$ cat config.mk
export PLATFORM = sky130hd
export DESIGN_NAME = ram_arbiter
export DESIGN_NICKNAME = d
export VERILOG_FILES = /design/src/rtl/common_types_pkg.sv /design/src/rtl/ram_arbiter.sv
export SDC_FILE = /design/constraint.sdc
export NUM_CORES = 1
export LEC_CHECK = 0
export CAP_MARGIN = 10
export CORE_ASPECT_RATIO = 0.8
export CORE_UTILIZATION = 42
export CTS_CLUSTER_DIAMETER = 50
export DETAILED_ROUTE_END_ITERATION = 8
export GPL_TIMING_DRIVEN = 0
export PLACE_DENSITY = 0.88
export SKIP_CTS_REPAIR_TIMING = 1
export SLEW_MARGIN = 20
export SYNTH_ARGS = -nofsm -noshare
export SYNTH_HDL_FRONTEND = slang
export SYNTH_SLANG_ARGS = --single-unit
$ cat constraint.sdc
create_clock -name clk -period 5.75 [get_ports clk]
set_input_delay 1.15 -clock clk [delete_from_list [all_inputs] [get_ports clk]]
set_output_delay 1.15 -clock clk [all_outputs]
set_load 0.03 [all_outputs]
$ cat src/rtl/common_types_pkg.sv
// Types and small helpers shared by the core's memory-side blocks.
// The arbiter FSM encoding lives here so other blocks can decode it.
package common_types_pkg;

  typedef enum logic [1:0] {
    IDLE  = 2'd0,
    ISERV = 2'd1,
    DSERV = 2'd2
  } arb_state_t;

  function automatic logic data_req(input logic dren, input logic [3:0] dwen);
    return dren | (|dwen);
  endfunction

endpackage

$ cat src/rtl/ram_arbiter.sv
// Shares one single-port RAM between instruction fetch and data access.
// Data wins arbitration until MAX_D_STREAK grants starve a pending fetch.
module ram_arbiter
  import common_types_pkg::*;
#(
  parameter int unsigned MAX_D_STREAK = 4
) (
  input  logic        clk,
  input  logic        nrst,
  input  logic        iren,
  input  logic [31:0] iaddr,
  output logic        iwait,
  output logic [31:0] iload,
  input  logic        dren,
  input  logic [3:0]  dwen,
  input  logic [31:0] daddr,
  input  logic [31:0] dstore,
  output logic        dwait,
  output logic [31:0] dload,
  output logic        ram_ren,
  output logic [3:0]  ram_wen,
  output logic [31:0] ram_addr,
  output logic [31:0] ram_wdata,
  input  logic [31:0] ram_rdata,
  input  logic        ram_ready
);

  localparam int unsigned SW = $clog2(MAX_D_STREAK + 1);
  localparam logic [SW-1:0] STREAK_MAX = SW'(MAX_D_STREAK);

  arb_state_t    state_q, state_d;
  logic [SW-1:0] streak_q, streak_d;
  logic          ram_ren_q, ram_ren_d;
  logic [3:0]    ram_wen_q, ram_wen_d;
  logic [31:0]   ram_addr_q, ram_addr_d;
  logic [31:0]   ram_wdata_q, ram_wdata_d;

  logic d_req_s, grant_i_s, grant_d_s, d_match_s, ihit_s, dhit_s;

  // Arbitration, completion check and next-state for the access sequencer.
  always_comb begin
    state_d     = state_q;
    streak_d    = streak_q;
    ram_ren_d   = ram_ren_q;
    ram_wen_d   = ram_wen_q;
    ram_addr_d  = ram_addr_q;
    ram_wdata_d = ram_wdata_q;
    ihit_s      = 1'b0;
    dhit_s      = 1'b0;

    d_req_s   = data_req(dren, dwen);
    grant_i_s = iren & (~d_req_s | (streak_q == STREAK_MAX));
    grant_d_s = d_req_s & ~grant_i_s;
    // A data completion only counts if the same kind of access is still asked for.
    d_match_s = (daddr == ram_addr_q) & (ram_ren_q ? (dren & ~(|dwen)) : (|dwen));

    case (state_q)
      IDLE: begin
        if (grant_i_s) begin
          state_d    = ISERV;
          ram_ren_d  = 1'b1;
          ram_wen_d  = 4'b0000;
          ram_addr_d = iaddr;
          streak_d   = {SW{1'b0}};
        end else if (grant_d_s) begin
          state_d     = DSERV;
          ram_ren_d   = dren & ~(|dwen);
          ram_wen_d   = dwen;
          ram_addr_d  = daddr;
          ram_wdata_d = dstore;
          if (!iren) begin
            streak_d = {SW{1'b0}};
          end else if (streak_q == STREAK_MAX) begin
            streak_d = streak_q;
          end else begin
            streak_d = streak_q + SW'(1);
          end
        end else begin
          state_d = IDLE;
        end
      end
      ISERV: begin
        if (ram_ready) begin
          ihit_s    = iren & (iaddr == ram_addr_q);
          state_d   = IDLE;
          ram_ren_d = 1'b0;
          ram_wen_d = 4'b0000;
        end else begin
          state_d = ISERV;
        end
      end
      DSERV: begin
        // The RAM cannot abort a write, so the access always runs to ready.
        if (ram_ready) begin
          dhit_s    = d_match_s;
          state_d   = IDLE;
          ram_ren_d = 1'b0;
          ram_wen_d = 4'b0000;
        end else begin
          state_d = DSERV;
        end
      end
      default: begin
        state_d   = IDLE;
        ram_ren_d = 1'b0;
        ram_wen_d = 4'b0000;
      end
    endcase
  end

  // State, streak and RAM strobe registers.
  always_ff @(posedge clk or negedge nrst) begin
    if (!nrst) begin
      state_q     <= IDLE;
      streak_q    <= {SW{1'b0}};
      ram_ren_q   <= 1'b0;
      ram_wen_q   <= 4'b0000;
      ram_addr_q  <= 32'h0000_0000;
      ram_wdata_q <= 32'h0000_0000;
    end else begin
      state_q     <= state_d;
      streak_q    <= streak_d;
      ram_ren_q   <= ram_ren_d;
      ram_wen_q   <= ram_wen_d;
      ram_addr_q  <= ram_addr_d;
      ram_wdata_q <= ram_wdata_d;
    end
  end

  assign ram_ren   = ram_ren_q;
  assign ram_wen   = ram_wen_q;
  assign ram_addr  = ram_addr_q;
  assign ram_wdata = ram_wdata_q;

  assign iwait = ~ihit_s;
  assign iload = ihit_s ? ram_rdata : 32'h0000_0000;
  assign dwait = d_req_s & ~dhit_s;
  assign dload = (dhit_s & ram_ren_q) ? ram_rdata : 32'h0000_0000;

endmodule

==> results.md, run 1 <==
- The die extent in y is 96.78 um.
- The count of buffers added on input and output ports is 271.
- STA classifies the critical path endpoint as a primary output.
- The largest total area in the synthesized netlist belongs to dfrtp_1.
- The share of synthesized area occupied by flip-flops and latches is 0.3927.
- The aggregate negative setup slack is 0 ns.
- The final instance count without filler cells is 908.
- The dominant combinational cell family by area after synthesis is simple AND/OR/NAND/NOR gates.
- Counting stages on the worst path, the most repeated cell is clkdlybuf4s50_1.
- The critical setup path kind is in2out.
- The I/O pin count is 272.
- The worst hold path class is reg2reg.
- The total global routing overflow is 0.
- Measured along the x axis, the die boundary spans approximately 120 um.
- Counting every instance in the synthesized netlist gives 476.
- TritonCTS built the clock tree.
- The required time of the critical path is 4.60 ns.
- In this run the worst path has a maximum fanout of 10.
- Counting flops and latches in the post-synthesis netlist gives 74.
- Of the total synthesized cell area, the portion taken by AND, OR, NAND and NOR gates is 0.2218.
- The placed wire-length estimate is around 14000 um.
- The largest individual stage delay along the critical path comes from the cell clkdlybuf4s50_1.
- The clock root buffer master is clkbuf_16.
- The area enclosed by the die boundary is 11660 sq um.
- The layout net count is 902.
- Prior to clock tree synthesis, the placed netlist has a worst setup slack of 0.4240 ns.
- Of the total synthesized cell area, the portion taken by full adders, half adders and majority gates is 0.01592.
- The post-synthesis net count is 619.
- Of the total synthesized cell area, the portion taken by XOR and XNOR cells is 0.1059.
- After the first detailed-routing iteration, the DRC count stood at 228.
- Across the VDD grid, the largest voltage drop is 0.0003695 V.
- STA puts the critical path data arrival time at 4.20 ns.
- Counting instances in the post-synthesis netlist gives the leading cell types as 74 x dfrtp_1, 74 x nand2_1, 32 x and2_1, 32 x mux2_2, 30 x xnor2_1.
- The via count of the first global-routing pass is 4899.
- The later-pin clock latency in the skew report is 0.33 ns.
- The slack of the critical path is roughly 0.40 ns.
- The maximum clock path buffer count is 2.
- The synthesized-area fraction occupied by ao, oa, aoi and oai cells is 0.08066.
- Before antenna repair, the detailed router went through 4 iterations.
- The floorplan has 34 rows.
- The count of warnings emitted by yosys is 0.
- The power per unit of standard cell area is 447.9 nW/um^2.
- After synthesis, the share of flip-flops with an asynchronous set or reset is 1.000.
- The number of diodes is 0.
- At the pin with the least slew margin, the transition time is 0.6440 ns.
- The initial utilization of the core area, before any placement, comes to 0.4330.
- In the global route stage, overall resource usage came out at 0.2961.
- The worst setup path is launched from a primary input.
- Dividing the detail-routed wire length by the instance count gives 18.74 um.
- The post-synthesis area per instance is just under 10 sq um.
- The number of endpoints with negative hold slack in the final report is 0.
- The core region is 10890 sq um.
- Setup repair after global routing left no endpoint under its margin.
- The first global-routing pass estimated 26360 um of wire.
- For this design the static power due to leakage is 3.197 nW.
- The layout cell share with drive strength beyond 1 is 0.1191.
- In this run the number of H-tree levels came out at 3.
- The multiplexer share of the synthesized area is 0.1380.
- The total CTS buffers is 9.
- The pin count of the biggest net entering global routing is 58.
- The max-slew violation count is 0.
- The aggregate routed wire length is 17020 um.
- The via count of the routed design is 4823.
- The number of library cell types mapped by synthesis is 42.
- The number of cells after detailed placement is 892.
- The mapped netlist covers 4716 sq um.
- In this run the tightest slew margin relative to its limit is 0.5707.
- The most frequently used flop master after synthesis is dfrtp_1.
- Ranked by total cell area, the synthesized netlist is headed by dfrtp_1 39%, mux2_2 7.6%, mux2i_1 6.2%.
- Derived from the worst setup path, the maximum achievable clock frequency is 186.9 MHz.
- Routability-driven placement finished with a final weighted congestion of 0.9020.
- The signal on the critical path passes through clkdlybuf4s50_1 > nor4_2 > nand2_1 > a2111oi_4 > nand3_2 > buf_6 > nor4_1 > clkdlybuf4s50_1.
- Power comes to 3.551 mW.
- Setup violations remaining at the end of the flow were counted as 0.
- The routed design could run at a clock period as short as 5.351 ns.
- Yosys mapped a number of flops with a built-in enable equal to 0.
- Of the post-synthesis cell area, the dominant cell type holds 0.3927.
- The run finished with clean final reports.
- Compared with the post-synthesis result, the final layout area differs by 68.11%.
- The detailed-route DRC error count is 0.
- The number of clock sinks is 74.
- The initial antenna violation count is 0.
- The number of nets with antenna violations after routing is 0.
- The ratio of final minimum period to clock period is 0.9305.
- Across the run, the number of max-cap violations was 0.
- Using the TritonRoute via totals, the vias-per-cell ratio works out to 5.312.
- The clock arrives with ~0.012 ns of skew.
- The maximum single-stage delay on the critical path is 0.75 ns.
- Clock-pin slew was measured on the worst setup and hold paths at 0.06 ns.
- The tightest hold path in the finished design has a slack of 0.5029 ns.
-- where the power goes --
group | total, mW | internal, mW | switching, mW
sequential | 1.02 | 0.776 | 0.246
combinational | 1.96 | 0.875 | 1.09
clock | 0.565 | 0.337 | 0.228
total | 3.55 | 1.99 | 1.56
-- worst paths after layout --
path                          startpoint  slack (ns)  depth (start not counted)       endpoint
max in group asynchronous           nrst        4.48                          2   ram_addr[31]
hold / removal             ram_wdata[14]        0.50                          1  ram_wdata[14]
setup reg to reg             streak_q[0]        3.75                          8   ram_addr[31]
hold reg to reg            ram_wdata[14]        0.50                          1  ram_wdata[14]
min in group asynchronous           nrst        0.70                          1   ram_wdata[7]
setup / recovery                 dwen[3]        0.40                          8      dload[30]
-- routing by layer --
metal  track usage  share of wire  vias up
met1        0.3445           0.39     2316
met2        0.5190           0.51      243
met4       0.09972          0.021        0
li1              -              -     2231
met3       0.08491          0.083       33
met5             0              0        -
-- cells by family after synthesis --
group | count (synthesis)
muxes | 61
AOI/OAI and AO/OA | 58
and+or+nand+nor | 175
xor gates and xnor gates | 57
buffers and inverters | 45
DFF | 74
adders and majority gates | 6
-- layout by cell type (no fill, tap or decap), drive strengths merged, types with 6 or more instances in the layout --
| cell type | count |
|---|---|
| clkdlybuf4s50 | 270 |
| nand2 | 74 |
| dfrtp | 74 |
| nor4 | 39 |
| o21ai | 33 |
| and2 | 32 |
| mux2 | 32 |
| xnor2 | 30 |
| mux2i | 29 |
| xor2 | 27 |
| clkbuf | 25 |
| buf | 18 |
| inv | 15 |
| nand4 | 9 |
| ha | 6 |
-- flip-flops by register name, indices dropped and copies added (netlist names) --
name	count
ram_wen	4
ram_addr	32
streak_q	3
ram_wdata	32
ram_ren	1
state_q	2
-- critical path: cells and delay by family --
kind            cells  cell delay, ns
buf+inv             3            1.40
compound gates      1            0.43
simple gates        4            1.21
-- final cells by class --
class,instances,area (sq um)
fillers,820,2963
plain buffers,31,160.2
multi-input cells,357,2651
clock inverters,6,65.06
clock buffers,10,229.0
flip-flops and latches,74,1852
inverters,14,52.55
repair buffers,272,2738
well taps,144,180.2
-- per-stage QoR --
stage / util / cell area [sq um]
2_1_floorplan: - / 4716
3_5_place_dp: 0.7009 / 7634
3_3_place_gp: 0.6986 / 7609
5_1_grt: 0.7279 / 7928
4_1_cts: 0.7279 / 7928
6_report: 0.7279 / 7928
Note: power is estimated with default switching activity, not from simulation.
==> run 2, diff against run 1 <==
CORE_MARGIN = 3   (was default)
SETUP_SLACK_MARGIN = 0.15   (was default)
==> run 2 against run 1 <==
Effect of this change: routed wire length rose by 1.5%; clock skew fell by 0.0041 ns; fmax rose by 0.15%; largest cell class unchanged; first-iteration DRC count rose by 42%; flip-flop and latch count did not move; core utilization rose by 1.8 points; die area rose by 7.6%.
==> results.md, run 2 (synthesis gave the netlist of run 1 again) <==
- The final RePlAce weighted congestion is 0.9407 (was 0.9020).
- Run status: complete, no violations (unchanged).
- The highest fanout seen on the critical path is 10 (unchanged).
- The final critical path time including I/O delays and setup is 5.343 ns (was 5.351 ns).
- The starting utilization of the core area came to 0.4444 (was 0.4330).
- The sequential share of power was 0.288 (about the same).
- The maximum clock path buffer count is 2 (unchanged).
- The largest voltage drop on the vdd net came to 0.0003905 V (was 0.0003695 V).
- The number of endpoints with negative hold slack in the final report is 0 (unchanged).
- The total power came to 3.546 mW (was 3.551 mW).
- The kind of launch point of the worst setup path was a primary input (unchanged).
- The area growth from synthesis to final layout came to 67.84% (was 68.11%).
- The pin count of the biggest net entering global routing is 39 (was 58).
- The number of clock sinks is 74 (unchanged).
- The horizontal extent of the die is 124.5 um (was 120.5 um).
- The aggregate routed wire length is 17270 um (was 17020 um).
- The part of the total power dissipated in the clock network came to 0.159 (about the same).
- The number of nets with antenna violations after routing is 0 (unchanged).
- The maximum single-stage delay on the critical path was 0.70 ns (was 0.75 ns).
- The via count of the first global-routing pass is 5000 (was 4899).
- RSZ-0062 raised after global routing: false (unchanged).
- The data arrival time of the worst path came to 4.19 ns (was 4.20 ns).
- The max-slew violation count is 0 (unchanged).
- The clock root buffer master is clkbuf_16 (unchanged).
- The number of diodes was 0 (unchanged).
- The required time of the critical path is 4.60 ns (about the same).
- The highest-delay cell along the critical path is clkdlybuf4s50_1 (unchanged).
- The instance area at placement is 7621 sq um (was 7634 sq um).
- The library cell appearing most often on the critical path was clkdlybuf4s50_1 (unchanged).
- The post-layout instance area is 7915 sq um (was 7928 sq um).
- The mean routed wirelength per cell is 19.11 um (was 18.74 um).
- The number of port buffers came to 271 (unchanged).
- The net switching power figure is 1.559 mW (was 1.563 mW).
- The initial detailed-routing violation count is 324 (was 228).
- The layout cell share with drive strength beyond 1 was 0.1191 (unchanged).
- The max-cap check violation count is 0 (unchanged).
- The final clock skew was 0.007485 ns (was 0.01156 ns).
- The leading cell type in the layout, fill and taps excluded is clkdlybuf4s50_1 (unchanged).
- The critical setup path kind is in2out (unchanged).
- The worst-case hold slack is 0.5016 ns (was 0.5029 ns).
- The clock-pin slew reported for the worst setup and hold paths after clock tree synthesis is 0.06 ns (about the same).
- The area of the core region is 10610 sq um (was 10890 sq um).
- The I/O pin count is 272 (unchanged).
- Highest-count cells in the layout ignoring fill and taps: 270 x clkdlybuf4s50_1, 74 x nand2_1, 74 x dfrtp_1 (unchanged).
- The via count of the routed design was 4812 (was 4823).
- The share of total power consumed by net switching is 0.4396 (was 0.4402).
- Worst-path cell chain: clkdlybuf4s50_1 > xnor2_1 > nand4_1 > or4_1 > nor3_2 > clkbuf_1 > and2_1 > clkdlybuf4s50_1 (was clkdlybuf4s50_1 > nor4_2 > nand2_1 > a2111oi_4 > nand3_2 > buf_6 > nor4_1 > clkdlybuf4s50_1).
- The portion of total power attributed to combinational logic came to 0.553 (about the same).
- The layout net count is 902 (unchanged).
- The die extent in y is 100.8 um (was 96.78 um).
- The worst hold path class was reg2reg (unchanged).
- The aggregate negative setup slack is 0 ns (unchanged).
- The area enclosed by the die boundary came to 12540 sq um (was 11660 sq um).
- The slew of the pin with the lowest slew margin is 0.6771 ns (was 0.6440 ns).
- The average vias per placed instance is 5.323 (was 5.312).
- The ratio of final minimum period to clock period is 0.9292 (was 0.9305).
- The power per unit of standard cell area came to 448.0 nW/um^2 (was 447.9 nW/um^2).
- The placed wire-length estimate is 13950 um (was 13640 um).
- The total global routing overflow is 0 (unchanged).
- The total CTS buffers is 9 (unchanged).
- The CTS tree is done (unchanged).
- The critical path capture point type is a primary output (unchanged).
- The count of H-tree levels built during CTS is 3 (unchanged).
- The cell internal power dissipation is 1.987 mW (was 1.988 mW).
- The worst slew margin relative to its limit is 0.5486 (was 0.5707).
- The first-pass GRT wire length is 26930 um (was 26360 um).
- The count of endpoints failing setup in the final report was 0 (unchanged).
- The maximum clock frequency is 187.2 MHz (was 186.9 MHz).
- The leakage power total is 3.194 nW (was 3.197 nW).
- The later-pin clock latency in the skew report was 0.33 ns (about the same).
- The initial antenna violation count is 0 (unchanged).
- The number of detailed-routing iterations run before antenna repair is 5 (was 4).
- The floorplan row count is 33 (was 34).
- The detailed-route DRC error count came to 0 (unchanged).
- The overall fraction of global-route tracks in use is 0.2702 (was 0.2961).
[run 2: cell counts in the layout (fill, tap and decap cells not counted)]
Identical to the previous run, type by type.
[run 2: metal layers]
| layer | vias up | global-route usage | routed length (um) |
|---|---|---|---|
| met2 | 242 | 0.4826 | 8793 |
| met4 | 0 | 0.07666 | 342 |
| met1 | 2308 | 0.3208 | 6688 |
| met5 | - | 0 | 0 |
| met3 | 27 | 0.07733 | 1448 |
| li1 | 2235 | - | - |
[run 2: power by group through the flow]
stage,clock network [mW],logic (mW),registers [mW]
3_5_place_dp,0,1.96,1.02
4_1_cts,0.573,1.97,1.02
3_3_place_gp,0,1.92,0.998
6_report,0.562,1.96,1.02
2_1_floorplan,0,0.662,1.46
5_1_grt,0.599,2.08,1.06
[run 2: worst paths after layout]
kind,from,endpoint,slack [ns],cells past startpoint
setup / recovery,iaddr[21],iload[10],0.41,8
hold / removal,ram_wen[3],ram_wen[3],0.50,1
setup reg to reg,streak_q[0],ram_addr[19],3.70,8
hold reg to reg,ram_wen[3],ram_wen[3],0.50,1
max in group asynchronous,nrst,ram_addr[25],4.38,2
min in group asynchronous,nrst,ram_wdata[7],0.77,1
[run 2: final cells by class]
cell class                      count  area (sq um)
Sequential cell                    74          1852
Tap cell                          140         175.2
Clock inverter                      6         65.06
Timing Repair Buffer              272          2730
Fill cell                         748          2696
Clock buffer                       10         229.0
Multi-Input combinational cell    357          2651
Buffer                             31         160.2
Inverter                           14         52.55
[run 2: critical path: cells and delay by family]
kind	cells	cell delay (ns)
XOR/XNOR	1	0.28
buffers and inverters	3	1.50
AND/OR/NAND/NOR	4	1.24
[run 2: per-stage QoR]
stage            util  setup WS [ns]  cells
3_5_place_dp   0.7182         0.4302    888
3_3_place_gp   0.7165         0.4345    887
6_report       0.7459         0.4073    904
2_1_floorplan       -          1.312    476
4_1_cts        0.7459         0.4227    904
5_1_grt        0.7459         0.2870    904
